File: src/rtl/mac_feeder_if.sv
// Byte-stream input and operand-pair output bundle for the mac_feeder.
interface mac_feeder_if;
  localparam int unsigned DW = 8;

  logic [DW-1:0] in_data;
  logic          in_valid;
  logic          in_ready;
  logic          out_ready;
  logic [DW-1:0] a;
  logic [DW-1:0] b;
  logic          out_valid;

  modport master (
    output in_data, in_valid, out_ready,
    input  in_ready, a, b, out_valid
  );

  modport slave (
    input  in_data, in_valid, out_ready,
    output in_ready, a, b, out_valid
  );
endinterface

File: src/rtl/mac_feeder.sv
// Pairs an interleaved a/b byte stream into operand pairs, buffers them in a
// small FIFO and issues one pair per cycle to the mac stage (zeros when idle).
module mac_feeder #(
  parameter  int unsigned DEPTH = 4,
  localparam int unsigned CW    = $clog2(DEPTH + 1)
) (
  input  logic          clk,
  input  logic          reset,
  input  logic          flush,
  mac_feeder_if.slave   bus,
  output logic [CW-1:0] count,
  output logic          phase
);
  localparam int unsigned DW = 8;
  localparam int unsigned PW = $clog2(DEPTH);

  logic [DW-1:0]   a_hold;
  logic [2*DW-1:0] mem [DEPTH];
  logic [PW-1:0]   wr_ptr;
  logic [PW-1:0]   rd_ptr;
  logic [DW-1:0]   a_q;
  logic [DW-1:0]   b_q;
  logic            valid_q;

  logic ready_c;
  logic accept_c;
  logic push_c;
  logic pop_c;

  // Handshake and FIFO control decoded from current state
  always_comb begin
    ready_c  = ~phase | (count < CW'(DEPTH));
    accept_c = bus.in_valid & ready_c & ~flush;
    push_c   = accept_c & phase;
    pop_c    = bus.out_ready & (count != '0) & ~flush;
  end

  assign bus.in_ready  = ready_c;
  assign bus.a         = a_q;
  assign bus.b         = b_q;
  assign bus.out_valid = valid_q;

  // Pair storage; contents are don't-care outside the valid window
  always_ff @(posedge clk) begin
    if (!reset && push_c) begin
      mem[wr_ptr] <= {a_hold, bus.in_data};
    end
  end

  // Byte phase, a-operand holding register and FIFO pointers/occupancy
  always_ff @(posedge clk) begin
    if (reset) begin
      phase  <= 1'b0;
      a_hold <= '0;
      wr_ptr <= '0;
      rd_ptr <= '0;
      count  <= '0;
    end else if (flush) begin
      phase  <= 1'b0;
      wr_ptr <= '0;
      rd_ptr <= '0;
      count  <= '0;
    end else begin
      if (accept_c) begin
        phase <= ~phase;
        if (!phase) begin
          a_hold <= bus.in_data;
        end
      end
      if (push_c) begin
        wr_ptr <= wr_ptr + PW'(1);
      end
      if (pop_c) begin
        rd_ptr <= rd_ptr + PW'(1);
      end
      case ({push_c, pop_c})
        2'b10:   count <= count + CW'(1);
        2'b01:   count <= count - CW'(1);
        default: count <= count;
      endcase
    end
  end

  // Operand outputs: head pair on a pop, zeros otherwise so the mac adds nothing
  always_ff @(posedge clk) begin
    if (reset || flush) begin
      a_q     <= '0;
      b_q     <= '0;
      valid_q <= 1'b0;
    end else if (pop_c) begin
      a_q     <= mem[rd_ptr][2*DW-1:DW];
      b_q     <= mem[rd_ptr][DW-1:0];
      valid_q <= 1'b1;
    end else begin
      a_q     <= '0;
      b_q     <= '0;
      valid_q <= 1'b0;
    end
  end
endmodule

File: src/flat_wrapper.sv
// flat-port wrapper written by rule: the top's interface ports become plain ports
module mac_feeder_flat 
#(
  parameter  int unsigned DEPTH = 4,
  localparam int unsigned CW    = $clog2(DEPTH + 1)
)
  (clk, reset, flush, count, phase, bus_in_data, bus_in_valid, bus_out_ready, bus_in_ready, bus_a, bus_b, bus_out_valid);
  mac_feeder_if bus_i ();
  input  logic clk;
  input  logic reset;
  input  logic flush;
  output logic [CW-1:0] count;
  output logic phase;
  input wire logic [$bits(bus_i.in_data)-1:0] bus_in_data;
  input wire logic [$bits(bus_i.in_valid)-1:0] bus_in_valid;
  input wire logic [$bits(bus_i.out_ready)-1:0] bus_out_ready;
  output wire logic [$bits(bus_i.in_ready)-1:0] bus_in_ready;
  output wire logic [$bits(bus_i.a)-1:0] bus_a;
  output wire logic [$bits(bus_i.b)-1:0] bus_b;
  output wire logic [$bits(bus_i.out_valid)-1:0] bus_out_valid;
  assign bus_i.in_data = bus_in_data;
  assign bus_i.in_valid = bus_in_valid;
  assign bus_i.out_ready = bus_out_ready;
  assign bus_in_ready = bus_i.in_ready;
  assign bus_a = bus_i.a;
  assign bus_b = bus_i.b;
  assign bus_out_valid = bus_i.out_valid;
  mac_feeder #(.DEPTH(DEPTH)) u_core (.clk(clk), .reset(reset), .flush(flush), .bus(bus_i), .count(count), .phase(phase));
endmodule
File: config.mk
export PLATFORM = sky130hd
export DESIGN_NAME = mac_feeder_flat
export DESIGN_NICKNAME = d
export VERILOG_FILES = /design/src/rtl/mac_feeder_if.sv /design/src/rtl/mac_feeder.sv /design/src/flat_wrapper.sv
export SDC_FILE = /design/constraint.sdc
export NUM_CORES = 1
export LEC_CHECK = 0
export ABC_AREA = 1
export BUFFER_PORTS_ARGS = -buffer_cell sky130_fd_sc_hd__clkbuf_2
export CAP_MARGIN = 20
export CORE_MARGIN = 2
export CORE_UTILIZATION = 55
export DETAILED_ROUTE_END_ITERATION = 12
export PLACE_DENSITY = 0.83
export SYNTH_ARGS = -nofsm -noshare
export SYNTH_HDL_FRONTEND = slang
export SYNTH_SLANG_ARGS = --single-unit
File: constraint.sdc
create_clock -name clk -period 2.3 [get_ports clk]
set_input_delay 0.575 -clock clk [delete_from_list [all_inputs] [get_ports clk]]
set_output_delay 0.575 -clock clk [all_outputs]
set_load 0.03 [all_outputs]
After elaboration in Yosys (flattened, before gate mapping)
Memories as Yosys holds them, arrays and structs flattened. A register that Yosys moved wholly into a read port is not among the register bits.
Index checks and enable logic that the tools add are counted.
Word-level totals
  flip-flop bits (word level): 17
  memory bits (writable): 64
  memories: 1
Memories
  u_core.mem: words 4, width 16, read ports 1, clocked after memory_dff 1, write ports 1, line mac_feeder.sv:18  | logic [2*DW-1:0] mem [DEPTH];
Cells by class
  add/sub/neg operators: 4
  magnitude comparators: 1
  equal/unequal tests: 2
  mux-type cells: 4
  bitwise logic cells: 9
  reductions and logical operators: 8
Operators by type and width (count)
  $pmux W3 S2: 1
  $and A1 B1 Y1: 5
  $add A2 B1 Y2 const B: 2
  $reduce_or A2 Y1: 2
  $add A3 B1 Y3 const B: 1
  $lt A3 B3 Y1 const B: 1
  $mux W1: 3
  $not A1 Y1: 3
  $reduce_and A3 Y1: 1
  $reduce_bool A3 Y1: 1
  $sub A3 B1 Y3 const B: 1
  $eq A2 B1 Y1 const B: 1
  $eq A2 B2 Y1 const B: 1
  $reduce_bool A2 Y1: 1
  $logic_and A1 B1 Y1: 1
  $logic_not A1 Y1: 1
  $logic_or A1 B1 Y1: 1
  $or A1 B1 Y1: 1

Logic depth before layout (Yosys ltp)
Gate-level depths: netlist of the first run.
  word-level depth: 8
  mapped depth: 13
  mapped depth without buffers: 13

Worst setup path before layout of the first run
No wires, ideal clock.
  path type: input to register
  start point: input bus_in_valid
  end point: memory u_core.mem[0][0] (netlist name), enable pin
  setup time: 0.389 ns
  arrival time: 1.698 ns
  path slack: 0.214 ns
  stages: 6
  buffers on the path: 0
  path through: inv_1 nor2_1 nand3_2 inv_2 nand2_2 nor2_1
Between the ends
  longest elaborated chain between the ends: 6
RTL lines
  start, declared: line flat_wrapper.sv:15  | input wire logic [$bits(bus_i.in_valid)-1:0] bus_in_valid;
  $and A1 B1 Y1 (2 in a row): line mac_feeder.sv:33  | accept_c = bus.in_valid & ready_c & ~flush;
  $and A1 B1 Y1: line mac_feeder.sv:34  | push_c = accept_c & phase;
  $logic_and A1 B1 Y1: line mac_feeder.sv:45  | if (!reset && push_c) begin
  $mux W1: line mac_feeder.sv:45
  $mux W1 (implied by the code): line mac_feeder.sv:46  | mem[wr_ptr] <= {a_hold, bus.in_data};
  end, declared: line mac_feeder.sv:18
Every way passes these cells.

Worst setup path in the final report of the first run
  start point: register u_core.count[2]
  end point: register u_core.count[2]
RTL lines
  start, declared: line mac_feeder.sv:11  | output logic [CW-1:0] count,
  start signal, assigned: line mac_feeder.sv:77  | 2'b10: count <= count + CW'(1);
  start signal, assigned: line mac_feeder.sv:78  | 2'b01: count <= count - CW'(1);
  start signal, assigned: line mac_feeder.sv:79  | default: count <= count;
  $reduce_bool A3 Y1 (*): line mac_feeder.sv:35  | pop_c = bus.out_ready & (count != '0) & ~flush;
  $and A1 B1 Y1 (*) (2 in a row): line mac_feeder.sv:35
  named net u_core.pop_c: line mac_feeder.sv:28  | logic pop_c;
  $eq A2 B1 Y1 / $eq A2 B2 Y1 (equally long branches): line mac_feeder.sv:76  | case ({push_c, pop_c})
  $pmux W3 S2 / $reduce_bool A2 Y1 (equally long branches)
Mark *: on every way through the listed nets, which the timed path passes. The rest lies on a longest branch.
A chain may end at the register's enable or synchronous reset.

==> results.md, run 1 <==
- Tmin final: 1.89 ns
- Max FO, Critical Path: 4
- Cells after Synth: 336
- Int Pwr: 2.41 mW
- Syn Nets: 355
- Top Usage Layer GRT: met2
- Sink Count: 97
- Sw power: 0.663 mW
- Final Instance Area: 4160 um2
- DR vias: 2,341
- Port Buffers: 34
- Vias in the first global route: 2,263
- Post-synthesis adder-cell area fraction: 2.22%
- Ports: 35
- Post-Route Skew: 0.00938 ns
- Mean Syn Cell Area: 11.1 um2
- Setup violators final: 0
- First DRT Iteration DRCs: 198
- FMAX: 530 MHz
- Area of the mapped netlist: 3720 um2
- Least-Margin Pin Slew: 0.523 ns
- Post-synthesis mux area share: 0%
- GRT met2 Usage: 32.3%
- Most frequent cells after synthesis: 80 x nand2_1, 64 x edfxtp_1, 63 x nor2_1, 33 x dfxtp_1, 22 x o21ai_0
- Slowest Stage Delay on Critical Path: 0.41 ns
- Critical path's slowest cell: dfxtp_1
- Flop pwr share: 61.3%
- Largest net degree at the start of global routing: 34
- Root buffer cell: clkbuf_8
- Worst EP required: 2.60 ns
- Area after DPL: 3960 um2
- Top-count cell post-synth: nand2_1
- Initial antenna violation count: 0
- Share of cells above drive strength 1: 20.4%
- Most common cell on crit path: nand2_1
- CTS tree: done
- HP Class: in2reg
- Overflow after GRT: 0
- ANT cells: 0
- Register area share after synthesis: 69.5%
- DIE AREA: 7430 um2
- VDD IR max: 418 uV
- Row count: 29
- Clock share of power: 36.4%
- Part of the power in combinational logic: 2.3%
- Met1 global-route usage: 23.4%
- DPL Wire Length: 4060 um
- Starting density of the core: 57.5%
- Compound-Gate Fraction of Synth Area: 6.97%
- Drt total wl: 6500 um
- Final std cells w/o fill: 459
- Largest area contributor in the netlist: edfxtp_1
- Yosys top cell area share: 51.7%
- Synth area leaders: edfxtp_1 52%, dfxtp_1 18%, nand2_1 8.1%
- Status: finished clean
- CTS clk-pin slew, worst paths: 0.10 ns
- Post-Synth XOR/XNOR Area: 0%
- WL/cell: 14.2 um
- GRT Overall Usage: 19.2%
- CTS max path bufs: 2
- Critical Path End Type: flip-flop
- Period utilisation layout: 82.0%
- Worst R2R Start: u_core.count[2]
- Global placer's final weighted congestion: 0.795
- H-tree levels: 3
- Die height: 86.2 um
- YS warnings: 0
- Hold_sp: bus_in_data[7]
- DRC Markers: 0
- Switch share: 21.6%
- Worst EP arrival: 2.19 ns
- PwrDens: 738 nW/um2
- Simple-Gate Fraction of Synth Area: 16.8%
- Cells after DPL: 443
- Post-route ant nets: 0
- Via density: 5.10
- Worst path top cell family by delay: simple AND/OR/NAND/NOR gates
- Post CTS Setup Buffer Count: 0
- Placeable Area: 6460 um2
- P_leak: 1.72 nW
- Hold Buf Count CTS: 0
- Maxcap violations: 0
- Skew-Pair Late Insertion Delay: 0.36 ns
- Area Growth Syn to Fin: 12.0%
- Crit-path cells: nor2_1 > nand2_1 > nand2_1 > inv_1 > ha_1 > inv_1 > fa_1 > nand2_1 > nand3_1 > nand2_1 > nand2_1 > nor2_1
- Post-synth top flop: edfxtp_1
- Die width: 86.2 um
- Crit Path Category: reg2reg
- Fin nets: 396
- Post-synthesis cell type count: 24
- CTS Buf Count: 9
- CP bufs+invs: 2
- Slew Limit Fails: 0
- Max_slew headroom: 65.1%
- RSZ-0062 raised after global routing: no
- Startpoint Class: flip-flop
- Number of synthesized flops with an enable pin: 64
- Flops & latches, synth: 97
- Met3 usage: 6.10%
- Setup TNS: 0 ns
- Largest family of logic cells by synthesized area: simple AND/OR/NAND/NOR gates
- Fraction of registers with async set/reset: 0%
- Worst Setup SP: u_core.count[2]
- Hold Vio Cnt, Final: 0
- 1st-pass router iterations: 5
- Post_cts resized: 0
- First-pass GRT wire length: 10,700 um
cells by family (layout without fill, tap and decap cells):
group	after synthesis	in the layout
adders and majority gates	6	6
buffers and inverters	35	81
DFF	97	97
and+or+nand+nor	153	153
AOI/OAI and AO/OA	45	45
cells in the final DEF (no fill, tap or decap), types with 2 or more instances in the layout:
cell / netlist / final
nand3_1: 2 / 2
clkbuf_2: 0 / 34
buf_4: 6 / 7
a21oi_1: 9 / 9
dfxtp_1: 33 / 33
nand2_1: 80 / 80
clkinv_2: 0 / 2
inv_2: 5 / 5
o21ai_1: 5 / 5
ha_1: 5 / 5
edfxtp_1: 64 / 64
nor2_1: 63 / 63
nor2_4: 2 / 2
a21oi_2: 9 / 9
clkbuf_8: 0 / 9
inv_6: 0 / 2
inv_1: 18 / 18
o21ai_0: 22 / 22
metrics by stage:
step	util [%]	setup slack, ns	hold WS, ns	total power [mW]
finish	64.4	0.414	0.445	3.07
global route	64.4	0.223	0.434	3.17
CTS	64.4	0.447	0.437	3.09
detailed placement	61.3	0.185	0.485	1.99
global placement	61.3	0.287	0.477	1.99
floorplan	-	0.214	0.455	1.96
worst reg2reg max path: stages, from the launching register on:
cell and delay (ns):
dfxtp_1 0.41, nor2_1 0.07, nand2_1 0.16, nand2_1 0.11, inv_1 0.07, ha_1 0.15
inv_1 0.07, fa_1 0.38, nand2_1 0.10, nand3_1 0.10, nand2_1 0.08, nand2_1 0.05
nor2_1 0.08
sequential cells by signal, summed over array words and instances (netlist names):
| name | cells |
|---|---|
| u_core.a_hold | 8 |
| u_core.bus.out_valid | 1 |
| u_core.wr_ptr | 2 |
| u_core.bus.a | 8 |
| u_core.mem | 64 |
| u_core.count | 3 |
| u_core.rd_ptr | 2 |
| u_core.bus.b | 8 |
| u_core.phase | 1 |
final cells by class:
| class | instances | area (um2) |
|---|---|---|
| Multi-Input combinational cell | 204 | 965 |
| Inverter | 24 | 92.6 |
| Clock buffer | 9 | 124 |
| Sequential cell | 97 | 2580 |
| Clock inverter | 7 | 77.6 |
| Fill cell | 488 | 2300 |
| Timing Repair Buffer | 41 | 223 |
| Tap cell | 77 | 96.3 |
power by group through the flow:
| stage | Clock [mW] | Combinational (mW) | Sequential, mW |
|---|---|---|---|
| 2_1_floorplan | 0 | 0.0347 | 1.92 |
| 3_3_place_gp | 0 | 0.0678 | 1.92 |
| 3_5_place_dp | 0 | 0.0715 | 1.92 |
| 4_1_cts | 1.13 | 0.0717 | 1.88 |
| 5_1_grt | 1.20 | 0.0803 | 1.89 |
| 6_report | 1.12 | 0.0709 | 1.88 |
path summary, 6_finish.rpt:
kind | end | slack (ns) | cells past startpoint
worst max-delay path | u_core.count[2] | 0.41 | 12
worst max register to register | u_core.count[2] | 0.41 | 12
worst min register to register | u_core.mem[0][14] | 0.51 | 0
worst min-delay path | u_core.mem[3][7] | 0.44 | 1
metal layers:
layer	vias to the layer above	part of all wire, %
met1	1076	43
li1	1188	-
met4	0	1.5
met5	-	0
met3	8	4.8
met2	69	51
Note: power is estimated with default switching activity, not from simulation.
==> run 2: changes to the inputs <==
clock period = 1.89 ns   (was 2.3 ns; I/O delays follow)
==> run 2 against run 1 <==
Sequential power is 22% higher. Hold slack got worse by 0.11 ns. Routed wire length is 8.3% higher. Clock power up 24%. Highest routed layer unchanged.
==> results.md, run 2 (synthesized netlist as in run 1, its figures left out) <==
- Hold Vio Cnt, Final: 0 (unchanged)
- Biggest register: u_core.mem
- Area Growth Syn to Fin: 14.4%
- H-tree levels: 3 (unchanged)
- Critical Path End Type: flip-flop
- Commonest non-fill, non-tap cells in the layout: 80 x nand2_1, 64 x edfxtp_1, 63 x nor2_1
- Switch share: 22.2% (+0.55 points)
- P_leak: 1.76 nW (+2.5%)
- Sink Count: 97 (unchanged)
- Worst EP required: 2.18 ns (-0.42 ns)
- CTS Buf Count: 9 (unchanged)
- Skew-Pair Late Insertion Delay: 0.37 ns (about the same)
- Worst R2R Start: u_core.count[1]
- VDD IR max: 605 uV (+45%)
- Global placer's final weighted congestion: 0.755 (-5.1%)
- First DRT Iteration DRCs: 162 (-18%)
- PwrDens: 887 nW/um2 (+20%)
- ANT cells: 0 (unchanged)
- Startpoint Class: flip-flop
- Most common cell after layout, fill and taps aside: nand2_1
- Worst Hold End: u_core.mem[1][0]
- Row count: 29 (unchanged)
- Die height: 86.2 um (unchanged)
- WL met3: 272 um (-13%)
- Hold_sp: bus_in_data[0]
- CTS tree: done
- R2R setup slack: 0.17 ns (-0.24 ns)
- Fin nets: 404 (+2.0%)
- Number of flip-flops in the largest register: 64 (unchanged)
- 1st-pass router iterations: 5 (unchanged)
- Ports: 35 (unchanged)
- DRC Markers: 0 (unchanged)
- Largest net degree at the start of global routing: 34 (unchanged)
- Port Buffers: 34 (unchanged)
- Slew Limit Fails: 0 (unchanged)
- Starting density of the core: 57.5% (unchanged)
- Overflow after GRT: 0 (unchanged)
- Placeable Area: 6460 um2 (unchanged)
- Initial antenna violation count: 0 (unchanged)
- Drt total wl: 7040 um (+8.3%)
- Util after Layout: 65.8% (+1.4 points)
- Die width: 86.2 um (unchanged)
- Post CTS Setup Buffer Count: 0 (unchanged)
- CTS clk-pin slew, worst paths: 0.10 ns (about the same)
- WL/cell: 15.1 um (+6.4%)
- Share of cells above drive strength 1: 23.3% (+2.9 points)
- Status: finished clean
- Crit Path Category: reg2reg
- WL met2: 3720 um (+13%)
- WL met1: 2910 um (+4.8%)
- Maxcap violations: 0 (unchanged)
- DR vias: 2,447 (+4.5%)
- Sw power: 0.836 mW (+26%)
- Least-Margin Pin Slew: 0.485 ns (-0.0378 ns)
- FMAX: 582 MHz (+9.8%)
- Via density: 5.24 (+2.7%)
- Setup violators final: 0 (unchanged)
- Post-Route Skew: 0.0117 ns (+0.00233 ns)
- Period utilisation layout: 90.9% (+8.9 points)
- RSZ-0062 raised after global routing: no
- HP Class: in2reg
- Flop pwr share: 60.7% (-0.6 points)
- R2R cell count: 12 (unchanged)
- GRT Overall Usage: 20.5% (+1.2 points)
- DIE AREA: 7430 um2 (unchanged)
- First-pass GRT wire length: 11,300 um (+5.3%)
- R2R Path End: u_core.count[2]
- DPL Wire Length: 4420 um (+8.9%)
- Part of the power in combinational logic: 2.4% (about the same)
- Clock share of power: 36.9% (+0.5 points)
- Min-Delay Path Depth: 1 (unchanged)
- Post-route ant nets: 0 (unchanged)
- Root buffer cell: clkbuf_8
- Worst EP arrival: 2.01 ns (-0.18 ns)
- Max_slew headroom: 67.6% (+2.5 points)
- Max FO, Critical Path: 3 (-1)
- Tmin final: 1.72 ns (-0.168 ns)
- CTS max path bufs: 2 (unchanged)
- Int Pwr: 2.94 mW (+22%)
- Vias in the first global route: 2,430 (+7.4%)
- Fin Hold WS: 0.338 ns (-0.106 ns)
- Max Used Layer: met4
==> run 2: area by class of cell <==
| type | instances | area [um2] |
|---|---|---|
| clock buffers | 9 | 124 |
| clock inverters | 7 | 87.6 |
| fillers | 464 | 2210 |
| inverters | 24 | 92.6 |
| multi-input cells | 204 | 970 |
| flip-flops and latches | 97 | 2590 |
| well taps | 77 | 96.3 |
| repair buffers | 49 | 295 |
==> run 2: how the worst max path moves through the flow <==
stage / start / endpoint / slack, ns / depth (start not counted)
after global placement: flush / u_core.count[2] / 0.05 / 13
final: u_core.count[1] / u_core.count[2] / 0.17 / 12
after floorplan: u_core.phase / u_core.mem[0][0] / -0.13 / 4
after global routing: u_core.count[1] / u_core.count[2] / 0.03 / 12
after CTS: u_core.count[2] / u_core.count[2] / 0.13 / 12
after detailed placement: flush / u_core.count[2] / -0.05 / 13
==> run 2: layer usage <==
layer	track usage (%)	vias to the layer above
met5	0	-
met4	9.94	0
met1	23.3	1167
met2	35.8	67
li1	-	1200
met3	5.52	13
==> run 2: worst max-delay path, cell delays in order, from the launching register on <==
cell     delay (ns)
dfxtp_2        0.34
inv_1          0.07
nand2_1        0.09
nand2_1        0.07
inv_1          0.08
ha_2           0.18
inv_1          0.06
fa_2           0.33
nand2_1        0.08
nand3_1        0.09
nand2_1        0.07
nand2_1        0.06
nor2_1         0.13
==> run 2: per-stage QoR <==
step | cell area (um2) | worst slack [ns] | power [mW] | instances | TNS, ns
final | 4250 | 0.172 | 3.77 | 467 | 0
after global routing | 4250 | 0.0326 | 3.88 | 467 | 0
after CTS | 4240 | 0.126 | 3.79 | 467 | 0
after detailed placement | 4030 | -0.0451 | 2.43 | 451 | -0.0596
after global placement | 4030 | 0.0541 | 2.42 | 451 | 0
after floorplan | 3720 | -0.127 | 2.38 | 336 | -8.13
==> run 2: power by group through the flow <==
stage / Clock (mW) / Combinational, mW / Sequential [mW]
global route: 1.49 / 0.102 / 2.29
CTS: 1.41 / 0.0905 / 2.29
finish: 1.39 / 0.0904 / 2.29
global placement: 0 / 0.0860 / 2.34
detailed placement: 0 / 0.0899 / 2.34
floorplan: 0 / 0.0422 / 2.34
==> run 2: what timing repair did <==
action                                  CTS  global route
gates resized for setup                   0             5
endpoints found under the hold margin     0             0
hold buffers                              0             0
endpoints found under the setup margin    0             1
